**src/rtl/mem_stage.sv**
```systemverilog
// MEM pipeline stage: consumes the EX/MEM latch, resolves control flow, runs the
// data-cache request handshake for lw/sw and registers the MEM/WB latch.
module mem_stage #(
  parameter int unsigned TIMEOUT = 255
) (
  input  logic        CLK,
  input  logic        RST,
  input  logic        valid_i,
  input  logic        flush_i,
  input  logic [31:0] alu_out_i,
  input  logic [31:0] rdat1_i,
  input  logic [31:0] rdat2_i,
  input  logic [31:0] extout_i,
  input  logic [31:0] Jaddr_i,
  input  logic [31:0] npc_i,
  input  logic [4:0]  wsel_i,
  input  logic        RegW_i,
  input  logic        DRen_i,
  input  logic        DWen_i,
  input  logic        Branch_i,
  input  logic        BNE_i,
  input  logic        jump_i,
  input  logic        jr_i,
  input  logic        zero_i,
  input  logic        halt_i,
  input  logic [1:0]  Mem_i,
  input  logic        dhit,
  input  logic [31:0] dmemload,
  output logic        dmemREN,
  output logic        dmemWEN,
  output logic [31:0] dmemaddr,
  output logic [31:0] dmemstore,
  output logic        stall_o,
  output logic        redirect_o,
  output logic [31:0] target_o,
  output logic        memwb_valid,
  output logic        memwb_RegW,
  output logic        memwb_halt,
  output logic [4:0]  memwb_wsel,
  output logic [31:0] memwb_wdat,
  output logic        halted_o,
  output logic        err_o
);

  localparam logic [7:0] TimeoutCnt = 8'(TIMEOUT);

  typedef enum logic [0:0] {StIdle, StAccess} state_e;

  state_e      state_q, state_d;
  logic [7:0]  cnt_q, cnt_d, cnt_inc;
  logic        halted_q, halted_d;
  logic        err_q, err_d;

  logic        wb_valid_d, wb_regw_d, wb_halt_d;
  logic [4:0]  wb_wsel_d;
  logic [31:0] wb_wdat_d;

  logic        act, memop, taken;
  logic [31:0] sel_wdat;

  assign act       = valid_i & ~flush_i & ~halted_q;
  assign memop     = act & (DRen_i | DWen_i);
  assign taken     = Branch_i & (BNE_i ? ~zero_i : zero_i);
  assign dmemaddr  = alu_out_i;
  assign dmemstore = rdat2_i;
  assign halted_o  = halted_q;
  assign err_o     = err_q;
  assign cnt_inc   = (cnt_q == 8'hFF) ? cnt_q : cnt_q + 8'd1;

  // Load data is only meaningful once the cache has acknowledged.
  always_comb begin
    sel_wdat = '0;
    unique case (Mem_i)
      2'b00:   sel_wdat = alu_out_i;
      2'b01:   sel_wdat = (state_q == StAccess) ? dmemload : 32'd0;
      2'b10:   sel_wdat = npc_i;
      default: sel_wdat = extout_i;
    endcase
  end

  always_comb begin
    state_d    = state_q;
    cnt_d      = cnt_q;
    stall_o    = 1'b0;
    dmemREN    = 1'b0;
    dmemWEN    = 1'b0;
    wb_valid_d = 1'b0;
    wb_regw_d  = 1'b0;
    wb_halt_d  = 1'b0;
    wb_wsel_d  = '0;
    wb_wdat_d  = '0;
    unique case (state_q)
      StIdle: begin
        if (memop) begin
          stall_o = 1'b1;
          state_d = StAccess;
          cnt_d   = '0;
        end else if (act) begin
          wb_valid_d = 1'b1;
          wb_regw_d  = RegW_i;
          wb_halt_d  = halt_i;
          wb_wsel_d  = wsel_i;
          wb_wdat_d  = sel_wdat;
        end
      end
      StAccess: begin
        // The access is committed here, so flush_i has no effect.
        dmemREN = DRen_i;
        dmemWEN = DWen_i;
        if (dhit) begin
          state_d    = StIdle;
          cnt_d      = '0;
          wb_valid_d = 1'b1;
          wb_regw_d  = RegW_i;
          wb_halt_d  = halt_i;
          wb_wsel_d  = wsel_i;
          wb_wdat_d  = sel_wdat;
        end else begin
          stall_o = 1'b1;
          cnt_d   = cnt_inc;
        end
      end
      default: state_d = StIdle;
    endcase
  end

  always_comb begin
    redirect_o = act & ~stall_o & (taken | jump_i | jr_i);
    target_o   = '0;
    if (redirect_o) begin
      if (jr_i)        target_o = rdat1_i;
      else if (jump_i) target_o = Jaddr_i;
      else             target_o = npc_i + (extout_i << 2);
    end
  end

  always_comb begin
    halted_d = halted_q | wb_halt_d;
    err_d    = err_q;
    if (state_q == StAccess && ((cnt_q == TimeoutCnt) || (!dhit && cnt_inc == TimeoutCnt))) begin
      err_d = 1'b1;
    end
  end

  always_ff @(posedge CLK) begin
    if (RST) begin
      state_q     <= StIdle;
      cnt_q       <= '0;
      halted_q    <= 1'b0;
      err_q       <= 1'b0;
      memwb_valid <= 1'b0;
      memwb_RegW  <= 1'b0;
      memwb_halt  <= 1'b0;
      memwb_wsel  <= '0;
      memwb_wdat  <= '0;
    end else begin
      state_q     <= state_d;
      cnt_q       <= cnt_d;
      halted_q    <= halted_d;
      err_q       <= err_d;
      memwb_valid <= wb_valid_d;
      memwb_RegW  <= wb_regw_d;
      memwb_halt  <= wb_halt_d;
      memwb_wsel  <= wb_wsel_d;
      memwb_wdat  <= wb_wdat_d;
    end
  end

endmodule

```
**config.mk**
```make
export PLATFORM = sky130hd
export DESIGN_NAME = mem_stage
export DESIGN_NICKNAME = d
export VERILOG_FILES = /design/src/rtl/mem_stage.sv
export SDC_FILE = /design/constraint.sdc
export NUM_CORES = 1
export LEC_CHECK = 0
export ABC_AREA = 1
export CAP_MARGIN = 30
export CORE_AREA = 4 4 150 152
export CTS_CLUSTER_DIAMETER = 80
export DETAILED_ROUTE_END_ITERATION = 10
export DIE_AREA = 0 0 154 156
export SLEW_MARGIN = 20
export SYNTH_ARGS = -nofsm -noshare
export SYNTH_HDL_FRONTEND = slang
export SYNTH_SLANG_ARGS = --single-unit
```
**constraint.sdc**
```tcl
create_clock -name CLK -period 5.8 [get_ports CLK]
set_input_delay 1.16 -clock CLK [delete_from_list [all_inputs] [get_ports CLK]]
set_output_delay 1.16 -clock CLK [all_outputs]
set_load 0.05 [all_outputs]
```
# == Word-level counts from Yosys, hierarchy flattened ==
# Cells that the tools add are included.
# word_totals
regBits,51
latch_bits,0
mem_bits_rw,0
mem_bits_ro,0
output_inout_bits,142
word_cells,71
memories,0
# op_classes
addsub,2
mul,0
div_mod_pow,0
order_cmp,0
n_eq_ne,5
n_shift,0
muxes,35
bitwise,15
n_reduce_logical,5
# op_table
operator,count
2-to-1 mux 32 bit,7
one-hot mux 32 bit (3 select lines),1
one-hot mux 32 bit (2 select lines),1
adder 32 bit,1
2-to-1 mux 8 bit,3
"== test 8 bit, second input constant",2
one-hot mux 8 bit (2 select lines),1
2-to-1 mux 5 bit,3
2-to-1 mux 1 bit,14
one-hot mux 5 bit (2 select lines),1
"adder 8 x 1 -> 8 bit, second input constant",1
one-hot mux 1 bit (2 select lines),4
AND 1 bit,6
NOT 1 bit,5
OR 1 bit,4
"== test 2 x 1 -> 1 bit, second input constant",1
"== test 2 bit, second input constant",1
logical AND 1 bit,2
logical NOT 2 bit,1
"!= test 2 bit, second input constant",1
logical NOT 1 bit,1
logical OR 1 bit,1

# == Logic depth before layout (Yosys ltp) ==
# logic_depth
word_depth,10
depth_mapped,13

# == Worst setup path before layout ==
# Ideal clock, no wire load.
# synth_path
kind,in2out
from,in extout_i[0]
to,out target_o[30]
arrival_ns,3.239
required_time_ns,4.640
setup_slack_ns,1.401
stages,12
n_path_buf,0
cell_sequence,ha_1 inv_1 fa_1 inv_1 nand3_1 nand3_1 nand3_1 nand3_1 nand2_1 nand3_1 nand3_1 a21oi_1
# synth_via
elab_chain_cells,4
# synth_lines
item,line,text
"start, declared",13,"input logic [31:0] extout_i,"
adder 32 bit,133,else target_o = npc_i + (extout_i << 2);
2-to-1 mux 32 bit,132,else if (jump_i) target_o = Jaddr_i;
2-to-1 mux 32 bit,131,if (jr_i) target_o = rdat1_i;
2-to-1 mux 32 bit,130,if (redirect_o) begin
"end, declared",35,"output logic [31:0] target_o,"
# Every way passes these cells.

# == Worst setup path in the final report ==
# layout_path
from,in extout_i[0]
to,out target_o[14]
# Same word-level chain as after synthesis.

==> reports/summary.txt <==
Post-DP Area - 0.00919 mm^2
WL/cell - 17.3 um
syn avg cell area - 5.79 um^2
die area - 0.0240 mm^2
CTS Buffer Depth - 2
First DRT Iteration DRCs - 380
Post-Route Skew - 0.00662 ns
Total Neg Setup Slack - 0 ns
sequential-to-total area share from yosys stat - 17.3%
Detail Route Antenna Nets - 0
fin area - 0.00936 mm^2
GRT overflow - 0
cell row count - 53
final setup fails - 0
Power Total - 0.00145 W
GR Util All Layers - 20.6%
Die Height - 156 um
H-tree depth - 2
core area - 0.0210 mm^2
nets - 1529
clk slew on worst S/H paths - 0.08 ns
CTS tree - done
CTS-repair resized insts - 0
Final Max Tran Viols - 0
RD Place Congestion - 0.929
Ports - 387
vias per cell - 4.76
final worst-path setup slack - 0.934 ns
share of the synthesized area in the top cell type - 18.6%
dpl hpwl - 22.0 mm
# Max-Cap Violations - 0
leading area contributor after synthesis - nand2_1
number of global-route vias before repair - 6986
Buf+Inv Stages, Crit Path - 4
top cells by area, synth - nand2_1, dfxtp_1, buf_4
initial antenna violation count - 0
yosys warns - 0
WL final - 26.5 mm
CP dominant cell by count - nand3_1
Hold Crit Class - reg2reg
Slew @ Worst Pin - 0.802 ns
Leak Pwr - 4.10 nW
first-pass GRT wire length - 39.3 mm
pre-CTS setup slack - 0.920 ns
Starting Density - 28.0%
P&R area growth vs syn - 59.0%
final hold vios - 0
fin crit period - 4.87 ns
fmax - 206 MHz
VDD IR max - 0.116 mV
crit path cell chain - clkdlybuf4s50_1 -> ha_1 -> inv_1 -> fa_1 -> inv_1 -> nand3_1 -> nand3_1 -> nand3_1 -> nand3_1 -> o21ai_0 -> a21o_1 -> a21oi_1 -> buf_12
worst skew pair latency - 0.30 ns
routed via count - 7281
Post-Syn Area - 0.00589 mm^2
Die X - 154 um
slowest CP cell - clkdlybuf4s50_1
CTS root buffer - clkbuf_16
DRT Pass-1 Iters - 4
DR WL met3 - 1.37 mm
endpoint class of the critical path - output port
CP top delay family - buffers and inverters
post-CTS setup buffers - 0
TritonCTS buffer count - 5
clock sinks - 51
layout cells sized above 1 - 5.82%
Hold Buf Count CTS - 0
Worst EP arrival - 3.71 ns
required time worst endpoint - 4.64 ns
Ant. Diodes - 0
Tcrit/Tclk final - 83.9%
nature of the critical path startpoint - primary input
met1 WL - 11.0 mm
DRC Markers - 0
unrepaired setup endpoints after global routing - false
CP max FO - 4
routed length on met2 - 13.9 mm
Slew headroom - 46.5%
synthesized flop and latch total - 51
crit path kind - in2out
largest net degree at the start of global routing - 41
post-synthesis cell count - 1017
status - completed
Port-buffer cells - 322
highest metal used - met4
Max stage delay on crit path - 0.49 ns
Pwr Density - 155 mW/mm^2
synth unique cells - 36
post-synthesis net count - 1293
==> metrics by stage <==
| step | util (%) | hold WS, ns | std cells |
|---|---|---|---|
| floorplan | - | 0.464 | 1017 |
| global placement | 43.7 | 0.458 | 1521 |
| detailed placement | 43.7 | 0.470 | 1521 |
| CTS | 44.5 | 0.482 | 1529 |
| global route | 44.5 | 0.500 | 1529 |
| finish | 44.5 | 0.478 | 1529 |
==> per-layer routing <==
layer / GRT usage (%) / vias up
li1: - / 3726
met1: 24.5 / 3292
met2: 39.4 / 232
met3: 3.69 / 31
met4: 2.73 / 0
met5: 0 / -
==> cell usage in the layout, fill, tap and decap left out, types with 2 or more instances in the layout <==
| cell type | n |
|---|---|
| clkbuf_16 | 5 |
| inv_2 | 6 |
| and2_1 | 2 |
| a21oi_1 | 82 |
| a311oi_1 | 34 |
| or2_2 | 2 |
| o21ai_0 | 51 |
| clkdlybuf4s50_1 | 289 |
| a21oi_2 | 2 |
| o21ai_1 | 20 |
| buf_4 | 10 |
| nor2_1 | 87 |
| o21bai_1 | 6 |
| nand2_2 | 2 |
| a21o_1 | 2 |
| nor2_2 | 6 |
| xnor2_1 | 7 |
| nand3b_1 | 3 |
| ha_1 | 30 |
| nand3_1 | 86 |
| dfxtp_1 | 51 |
| xor2_1 | 6 |
| nor2_4 | 2 |
| nand2_1 | 291 |
| nand4_1 | 6 |
| buf_12 | 33 |
| inv_1 | 123 |
==> sequential cells by signal, indices dropped and copies added (netlist names) <==
register and flops:
memwb_wdat 32, cnt_q 8, memwb_wsel 5, err_o 1, halted_o 1, memwb_RegW 1, memwb_halt 1, memwb_valid 1
state_q 1
==> cell type report <==
class                           instances  area (um^2)
Sequential cell                        51         1020
Clock buffer                            6          139
Inverter                              129          484
Timing Repair Buffer                  332         3630
Tap cell                              275          344
Multi-Input combinational cell        734         3710
Fill cell                            2238        11700
Clock inverter                          2         38.8
==> path summary, 6_finish.rpt <==
| path | from | end | slack [ns] | cells after the start |
|---|---|---|---|---|
| max reg2reg | halted_o | memwb_wdat[27] | 3.89 | 7 |
| min | err_o | err_o | 0.48 | 2 |
| max | extout_i[0] | target_o[14] | 0.93 | 13 |
| min reg2reg | err_o | err_o | 0.48 | 2 |
==> power by group <==
group | internal (W) | switching (W)
Combinational | 0.000310 | 0.000409
Sequential | 0.000357 | 0.00000242
Clock | 0.000218 | 0.000154
==> synth_stat cells <==
master    instances
nand2_1         291
inv_1           123
nor2_1           88
nand3_1          86
a21oi_1          82
buf_4            66
dfxtp_1          51
o21ai_0          51
a311oi_1         34
ha_1             30
clkbuf_1         22
o21ai_1          20
buf_2             9
xnor2_1           7
inv_2             6
nand4_1           6
o21bai_1          6
xor2_1            6
nor2_2            5
buf_6             3
nand3b_1          3
a21o_1            2
a21oi_2           2
and2_1            2
buf_1             2
nand2_2           2
nor2_4            2
or2_2             2
a211oi_1          1
clkbuf_8          1
fa_1              1
nand2_4           1
nand3_2           1
o211ai_1          1
o21a_1            1
o22ai_1           1
==> cell families after synthesis <==
| logic type | share of synthesized area [%] |
|---|---|
| XOR/XNOR | 1.93 |
| buffers and inverters | 19.7 |
| AND/OR/NAND/NOR | 34.4 |
| adder cells (fa/ha/maj) | 6.71 |
| flip-flops | 17.3 |
| AO/OA/AOI/OAI | 19.9 |
==> worst register-to-register path: cells and delay by family (launching register included) <==
family                 cells  cell delay (ns)
AO/OA/AOI/OAI              2             0.66
buffers and inverters      2             0.38
flip-flops                 1             0.31
AND/OR/NAND/NOR            3             0.41
(Power assumes the default switching activity.)
